[src/rtl/rv_core_ibex_mem_shim_pkg.sv]
// rv_core_ibex_mem_shim_pkg: shared types and constants for the memory latency shim
package rv_core_ibex_mem_shim_pkg;
   typedef enum logic {LAT_FIXED, LAT_VAR} lat_mode_e;
   localparam logic [1:0] RERR_NONE = 2'b00;
   localparam logic [1:0] RERR_OOR  = 2'b10;
endpackage

[src/rtl/rv_core_ibex_mem_lat_chan.sv]
// rv_core_ibex_mem_lat_chan: one shim channel (response pipe, credit counter, out-of-range handling)
module rv_core_ibex_mem_lat_chan
   import rv_core_ibex_mem_shim_pkg::*;
#(
   parameter int        AddrW          = 18,
   parameter int        DataW          = 32,
   parameter int        MemWords       = 1 << 18,
   parameter lat_mode_e LatMode        = LAT_FIXED,
   parameter int        ReadLatency    = 1,
   parameter int        MaxOutstanding = 2
) (
   input  logic             clk_i,
   input  logic             rst_ni,
   input  logic             req_i,
   output logic             gnt_o,
   input  logic             we_i,
   input  logic [AddrW-1:0] addr_i,
   input  logic [DataW-1:0] wdata_i,
   input  logic [DataW-1:0] wmask_i,
   output logic [DataW-1:0] rdata_o,
   output logic             rvalid_o,
   output logic [1:0]       rerror_o,
   output logic             mem_req_o,
   input  logic             mem_gnt_i,
   output logic             mem_we_o,
   output logic [AddrW-1:0] mem_addr_o,
   output logic [DataW-1:0] mem_wdata_o,
   output logic [DataW-1:0] mem_wmask_o,
   input  logic [DataW-1:0] mem_rdata_i,
   input  logic             mem_rvalid_i,
   output logic             err_o
);
   localparam int CntW = $clog2(MaxOutstanding + 1);
   localparam bit IsVar = (LatMode == LAT_VAR);
   localparam logic [AddrW:0] MemLim = (AddrW + 1)'(MemWords);

   if (ReadLatency < 1) begin : g_bad_lat
      $error("ReadLatency must be at least 1");
   end

   logic oor, can_rd, rd_acc, oor_pend, mem_rsp, rsp, fix_oor;
   logic [CntW-1:0] cnt;
   logic [ReadLatency-1:0] pipe_v, pipe_o;

   assign oor = {1'b0, addr_i} >= MemLim;
   assign can_rd = (cnt < CntW'(MaxOutstanding)) & (~IsVar | ~oor_pend);
   // Outputs are forced low while reset is held, even with req_i asserted.
   assign mem_req_o = rst_ni & req_i & ~oor & (we_i | can_rd);
   assign gnt_o = oor ? (rst_ni & req_i & (we_i | (can_rd & (~IsVar | (cnt == '0)))))
                      : (mem_req_o & mem_gnt_i);
   assign rd_acc = gnt_o & ~we_i;
   assign mem_we_o = we_i;
   assign mem_addr_o = addr_i;
   assign mem_wdata_o = wdata_i;
   assign mem_wmask_o = wmask_i;

   // While an OOR response is pending every credit belongs to it, so memory owes nothing.
   assign mem_rsp = mem_rvalid_i & ~oor_pend & (cnt != '0);
   assign fix_oor = pipe_o[ReadLatency-1];
   assign rsp = IsVar ? (mem_rsp | oor_pend) : pipe_v[ReadLatency-1];
   assign rvalid_o = rsp;
   assign rerror_o = (IsVar ? oor_pend : (rsp & fix_oor)) ? RERR_OOR : RERR_NONE;
   assign rdata_o = (IsVar ? mem_rsp : (rsp & ~fix_oor)) ? mem_rdata_i : '0;

   always_ff @(posedge clk_i or negedge rst_ni) begin
      if (!rst_ni) begin
         cnt <= '0;
         pipe_v <= '0;
         pipe_o <= '0;
         oor_pend <= 1'b0;
         err_o <= 1'b0;
      end else begin
         cnt <= cnt + CntW'(rd_acc) - CntW'(rsp);
         pipe_v <= (pipe_v << 1) | ReadLatency'(rd_acc & ~IsVar);
         pipe_o <= (pipe_o << 1) | ReadLatency'(oor);
         oor_pend <= IsVar & rd_acc & oor;
         err_o <= err_o | (IsVar & mem_rvalid_i & ~mem_rsp);
      end
   end

   a_cnt_lim: assert property (@(posedge clk_i) disable iff (!rst_ni) cnt <= CntW'(MaxOutstanding));
   a_owed: assert property (@(posedge clk_i) disable iff (!rst_ni) rvalid_o |-> (cnt != '0));
endmodule

[src/rtl/rv_core_ibex_mem_lat_shim.sv]
// rv_core_ibex_mem_lat_shim: per-channel response engine between the SRAM adapters and memory.
// Channels are independent; this level only slices the ports.
module rv_core_ibex_mem_lat_shim
   import rv_core_ibex_mem_shim_pkg::*;
#(
   parameter int        NumChan        = 2,
   parameter int        AddrW          = 18,
   parameter int        DataW          = 32,
   parameter int        MemWords       = 1 << 18,
   parameter lat_mode_e LatMode        = LAT_FIXED,
   parameter int        ReadLatency    = 1,
   parameter int        MaxOutstanding = 2
) (
   input  logic                            clk_i,
   input  logic                            rst_ni,
   input  logic [NumChan-1:0]              req_i,
   output logic [NumChan-1:0]              gnt_o,
   input  logic [NumChan-1:0]              we_i,
   input  logic [NumChan-1:0][AddrW-1:0]   addr_i,
   input  logic [NumChan-1:0][DataW-1:0]   wdata_i,
   input  logic [NumChan-1:0][DataW-1:0]   wmask_i,
   output logic [NumChan-1:0][DataW-1:0]   rdata_o,
   output logic [NumChan-1:0]              rvalid_o,
   output logic [NumChan-1:0][1:0]         rerror_o,
   output logic [NumChan-1:0]              mem_req_o,
   input  logic [NumChan-1:0]              mem_gnt_i,
   output logic [NumChan-1:0]              mem_we_o,
   output logic [NumChan-1:0][AddrW-1:0]   mem_addr_o,
   output logic [NumChan-1:0][DataW-1:0]   mem_wdata_o,
   output logic [NumChan-1:0][DataW-1:0]   mem_wmask_o,
   input  logic [NumChan-1:0][DataW-1:0]   mem_rdata_i,
   input  logic [NumChan-1:0]              mem_rvalid_i,
   output logic [NumChan-1:0]              err_o
);
   for (genvar i = 0; i < NumChan; i++) begin : g_chan
      rv_core_ibex_mem_lat_chan #(
         .AddrW(AddrW), .DataW(DataW), .MemWords(MemWords), .LatMode(LatMode),
         .ReadLatency(ReadLatency), .MaxOutstanding(MaxOutstanding)
      ) u_chan (
         .clk_i(clk_i), .rst_ni(rst_ni),
         .req_i(req_i[i]), .gnt_o(gnt_o[i]), .we_i(we_i[i]), .addr_i(addr_i[i]),
         .wdata_i(wdata_i[i]), .wmask_i(wmask_i[i]),
         .rdata_o(rdata_o[i]), .rvalid_o(rvalid_o[i]), .rerror_o(rerror_o[i]),
         .mem_req_o(mem_req_o[i]), .mem_gnt_i(mem_gnt_i[i]), .mem_we_o(mem_we_o[i]),
         .mem_addr_o(mem_addr_o[i]), .mem_wdata_o(mem_wdata_o[i]), .mem_wmask_o(mem_wmask_o[i]),
         .mem_rdata_i(mem_rdata_i[i]), .mem_rvalid_i(mem_rvalid_i[i]), .err_o(err_o[i])
      );
   end
endmodule

[config.mk]
export PLATFORM = sky130hd
export DESIGN_NAME = rv_core_ibex_mem_lat_shim
export DESIGN_NICKNAME = d
export VERILOG_FILES = /design/src/rtl/rv_core_ibex_mem_shim_pkg.sv /design/src/rtl/rv_core_ibex_mem_lat_chan.sv /design/src/rtl/rv_core_ibex_mem_lat_shim.sv
export SDC_FILE = /design/constraint.sdc
export NUM_CORES = 1
export LEC_CHECK = 0
export CAP_MARGIN = 20
export CORE_AREA = 2 2 187 189
export CTS_CLUSTER_DIAMETER = 40
export DETAILED_ROUTE_END_ITERATION = 7
export DIE_AREA = 0 0 189 191
export PLACE_DENSITY_LB_ADDON = 0.25
export SLEW_MARGIN = 0
export SYNTH_ARGS = -nofsm -noshare
export SYNTH_HDL_FRONTEND = slang
export SYNTH_SLANG_ARGS = --single-unit
[constraint.sdc]
create_clock -name clk_i -period 3.04 [get_ports clk_i]
set_input_delay 0.608 -clock clk_i [delete_from_list [all_inputs] [get_ports clk_i]]
set_output_delay 0.608 -clock clk_i [all_outputs]
set_load 0.02 [all_outputs]
==> key figures <==
Critical path
  • Crit-path slowest cell: clkdlybuf4s50_1
  • Crit start category: input port
  • CP cell instances: clkdlybuf4s50_1 > buf_4 > nand2_1 > a21oi_1 > clkdlybuf4s50_1
  • R2r worst-path depth: 6
  • CP Data Required Time: 2.43 ns
  • WP depth: 5
  • Critical Path Sink Type: primary output
  • Worst path bufs/invs: 3
  • Crit Path Class: in -> out
  • Crit path max fanout: 4
  • Crit path DAT: ~2.2 ns
  • Crit-path leading delay family: buffers and inverters
  • Slowest Stage Delay on Critical Path: 0.62 ns
  • CP dominant cell by count: clkdlybuf4s50_1

Detailed routing
  • Routed WL: approximately 7100 um
  • Mean number of vias per cell: 2.10
  • Pre-antenna DRT Iters: 4
  • Drc violations: 0
  • Initial DRC count: 13
  • Routed len/inst: 10.1 um
  • Final ANT Viol Nets: 0
  • DR vias: 1478

Final layout
  • Final instance area: 2850 sq um
  • # fillers: 3979
  • Number of diodes: 0
  • P&R area growth vs syn: 36.9%
  • Multi-input gate area: 568 sq um
  • Register cell area after layout: around 150 sq um
  • Fin util: 8.35%
  • Layout cell share with drive strength beyond 1: 2.80%
  • Fin nets: ~490

Worst hold path
  • Worst min-delay path category: reg -> reg
  • Cells on Worst Hold Path: 1

Synthesis
  • Post-synthesis instance total: 279
  • Synth warnings: 0
  • Ys async rst share: between 90% and 100%
  • Post-synthesis mux area share: 0%
  • EDFF count, synth: 0
  • Post-Synth XOR/XNOR Area: 1.68%
  • Mapped Avg Cell Area: 7.46 sq um
  • Area share of and/or/nand/nor cells after synthesis: roughly a fifth
  • Post-Synth Adder-Cell Area: about 2.4%
  • Count of state elements after synthesis: 6
  • Register area share after synthesis: roughly 7%
  • Synth Area in Compound Gates: 1.20%
  • Synth Cell Area: 2080 sq um
  • Main combinational cell family by area after synthesis: buffers and inverters
  • Distinct cell type count after synthesis: 13
  • Predominant post-synthesis flop cell: dfrtp_1

Timing
  • Clock Skew: 0.000202 ns
  • Max Slew Vio Count: 0
  • Final hold violation count: 0
  • Setup violators final: 0
  • Setup TNS: 0 ns
  • Clock period minus worst slack: roughly 2.8 ns
  • Max Freq: 357 MHz
  • RSZ-0062 raised after global routing: false
  • Period Utilization, post-route: 92.3%

Clock network
  • CTS sink cnt: 6
  • Clock Tree Buf Depth: 2
  • H-tree Lvls: 1
  • CTS tree: done
  • Clock Tree Root: clkbuf_16
  • CTS Buf Count: 3
  • Clock-pin slew on the worst setup and hold paths: 0.04 ns
  • Clk_lat worst skew: roughly 0.24 ns
  • Hold-fix buffers, CTS: 0

Flow run
  • Number of max-cap violations: 0

Global route
  • Initial antenna violation count: 0
  • Largest net degree at the start of global routing: 35
  • Total GRT Usage: 3.67%
  • Grt ovf: 0
  • Vias in the first global route: 1520
  • First-pass GRT wire length: roughly 9200 um

Floorplan
  • Die X-Extent: 189 um
  • Row count: 68
  • Ports: 480
  • CORE AREA: between 30000 and 40000 sq um
  • Die height: ~190 um
  • Total die area: 36100 sq um
  • Initial Util: under 10%

Placed design
  • Post-place instance area: 2770 sq um
  • Post-DP HPWL: around 6200 um
  • IO Port Bufs: around 140
  • GPL Wtd Cong: approximately 0.6

Pwr
  • Peak supply drop: 0.000107 V
  • PwrDens: 218 nW/um^2
  • Leak: 0.975 nW

Status
  • Outcome: finished, final reports clean
==> state kept, by name (all words and copies together), names as in the netlist <==
register and count:
g_chan.u_chan.rvalid_o 2, g_chan.u_chan.cnt 4
==> through the flow <==
step / setup slack (ns) / std cells / hold WS [ns] / power [mW]
after global placement: 0.100 / 702 / 0.464 / 0.399
after floorplan: 1.08 / 284 / 0.312 / 0.559
final: 0.235 / 705 / 0.473 / 0.621
after detailed placement: 0.0704 / 702 / 0.474 / 0.402
after global routing: 0.0816 / 705 / 0.487 / 0.666
after CTS: 0.0473 / 705 / 0.482 / 0.642
==> final timing paths <==
| check | startpoint | slack [ns] | end |
|---|---|---|---|
| worst max-delay path | rst_ni | 0.24 | mem_req_o[0] |
| worst min register to register | g_chan[1].u_chan.cnt[0] | 0.47 | g_chan[1].u_chan.cnt[0] |
| worst max register to register | g_chan[1].u_chan.cnt[1] | 1.16 | g_chan[1].u_chan.cnt[1] |
| min in group asynchronous | rst_ni | 0.78 | g_chan[1].u_chan.cnt[0] |
| worst min-delay path | g_chan[1].u_chan.cnt[0] | 0.47 | g_chan[1].u_chan.cnt[0] |
| max in group asynchronous | rst_ni | 2.15 | g_chan[0].u_chan.cnt[0] |
==> cells by family after synthesis <==
family,after synthesis
adders and majority gates,4
xor gates and xnor gates,4
AOI/OAI and AO/OA,4
other,1
buffers and inverters,190
DFF,6
and+or+nand+nor,70
==> cells in the mapped netlist, types with 2 or more instances <==
master	instances	area [sq um]
ha_1	4	50.1
a21oi_1	2	10.0
xnor2_1	4	35.0
clkbuf_1	6	22.5
buf_4	178	1340
a211oi_1	2	15.0
inv_1	6	22.5
nand2_1	2	7.51
or4_1	2	15.0
dfrtp_1	6	150
nor4_1	2	12.5
and2_1	64	400
==> cell type report <==
| type | count | area share, % |
|---|---|---|
| Timing Repair Buffer | 147 | 51.4 |
| Tap cell | 455 | 20.0 |
| Multi-Input combinational cell | 88 | 19.9 |
| Sequential cell | 6 | 5.27 |
| Clock buffer | 3 | 2.64 |
| Inverter | 6 | 0.791 |
==> layout by cell type, fill, tap and decap left out <==
cell	instances
xnor2_1	4
or4_1	2
conb_1	6
nand2_1	2
dfrtp_1	6
ha_1	4
dlymetal6s2s_1	1
a21oi_1	2
clkdlybuf4s50_1	142
nor4_1	2
and2_1	64
buf_4	4
a211oi_1	2
inv_1	6
clkbuf_16	3
==> what timing repair did <==
action | CTS | global route
setup endpoints to repair | 0 | 1
setup buffers | 0 | 0
resized for setup | 0 | 1
==> power breakdown <==
| group | total (mW) | internal, mW | switching, mW |
|---|---|---|---|
| sequential | 0.135 | 0.109 | 0.0256 |
| clock | 0.225 | 0.170 | 0.0547 |
| combinational | 0.261 | 0.160 | 0.102 |
| total | 0.621 | 0.439 | 0.182 |
==> per-layer routing <==
layer  track usage (%)  share of wire, %  vias up
met5                 0                 0        -
met1              2.36                24      564
met3              2.96                20       90
met2              5.45                42      221
li1                  -                 -      603
met4              5.38                14        0
Note: power is estimated with default switching activity, not from simulation.
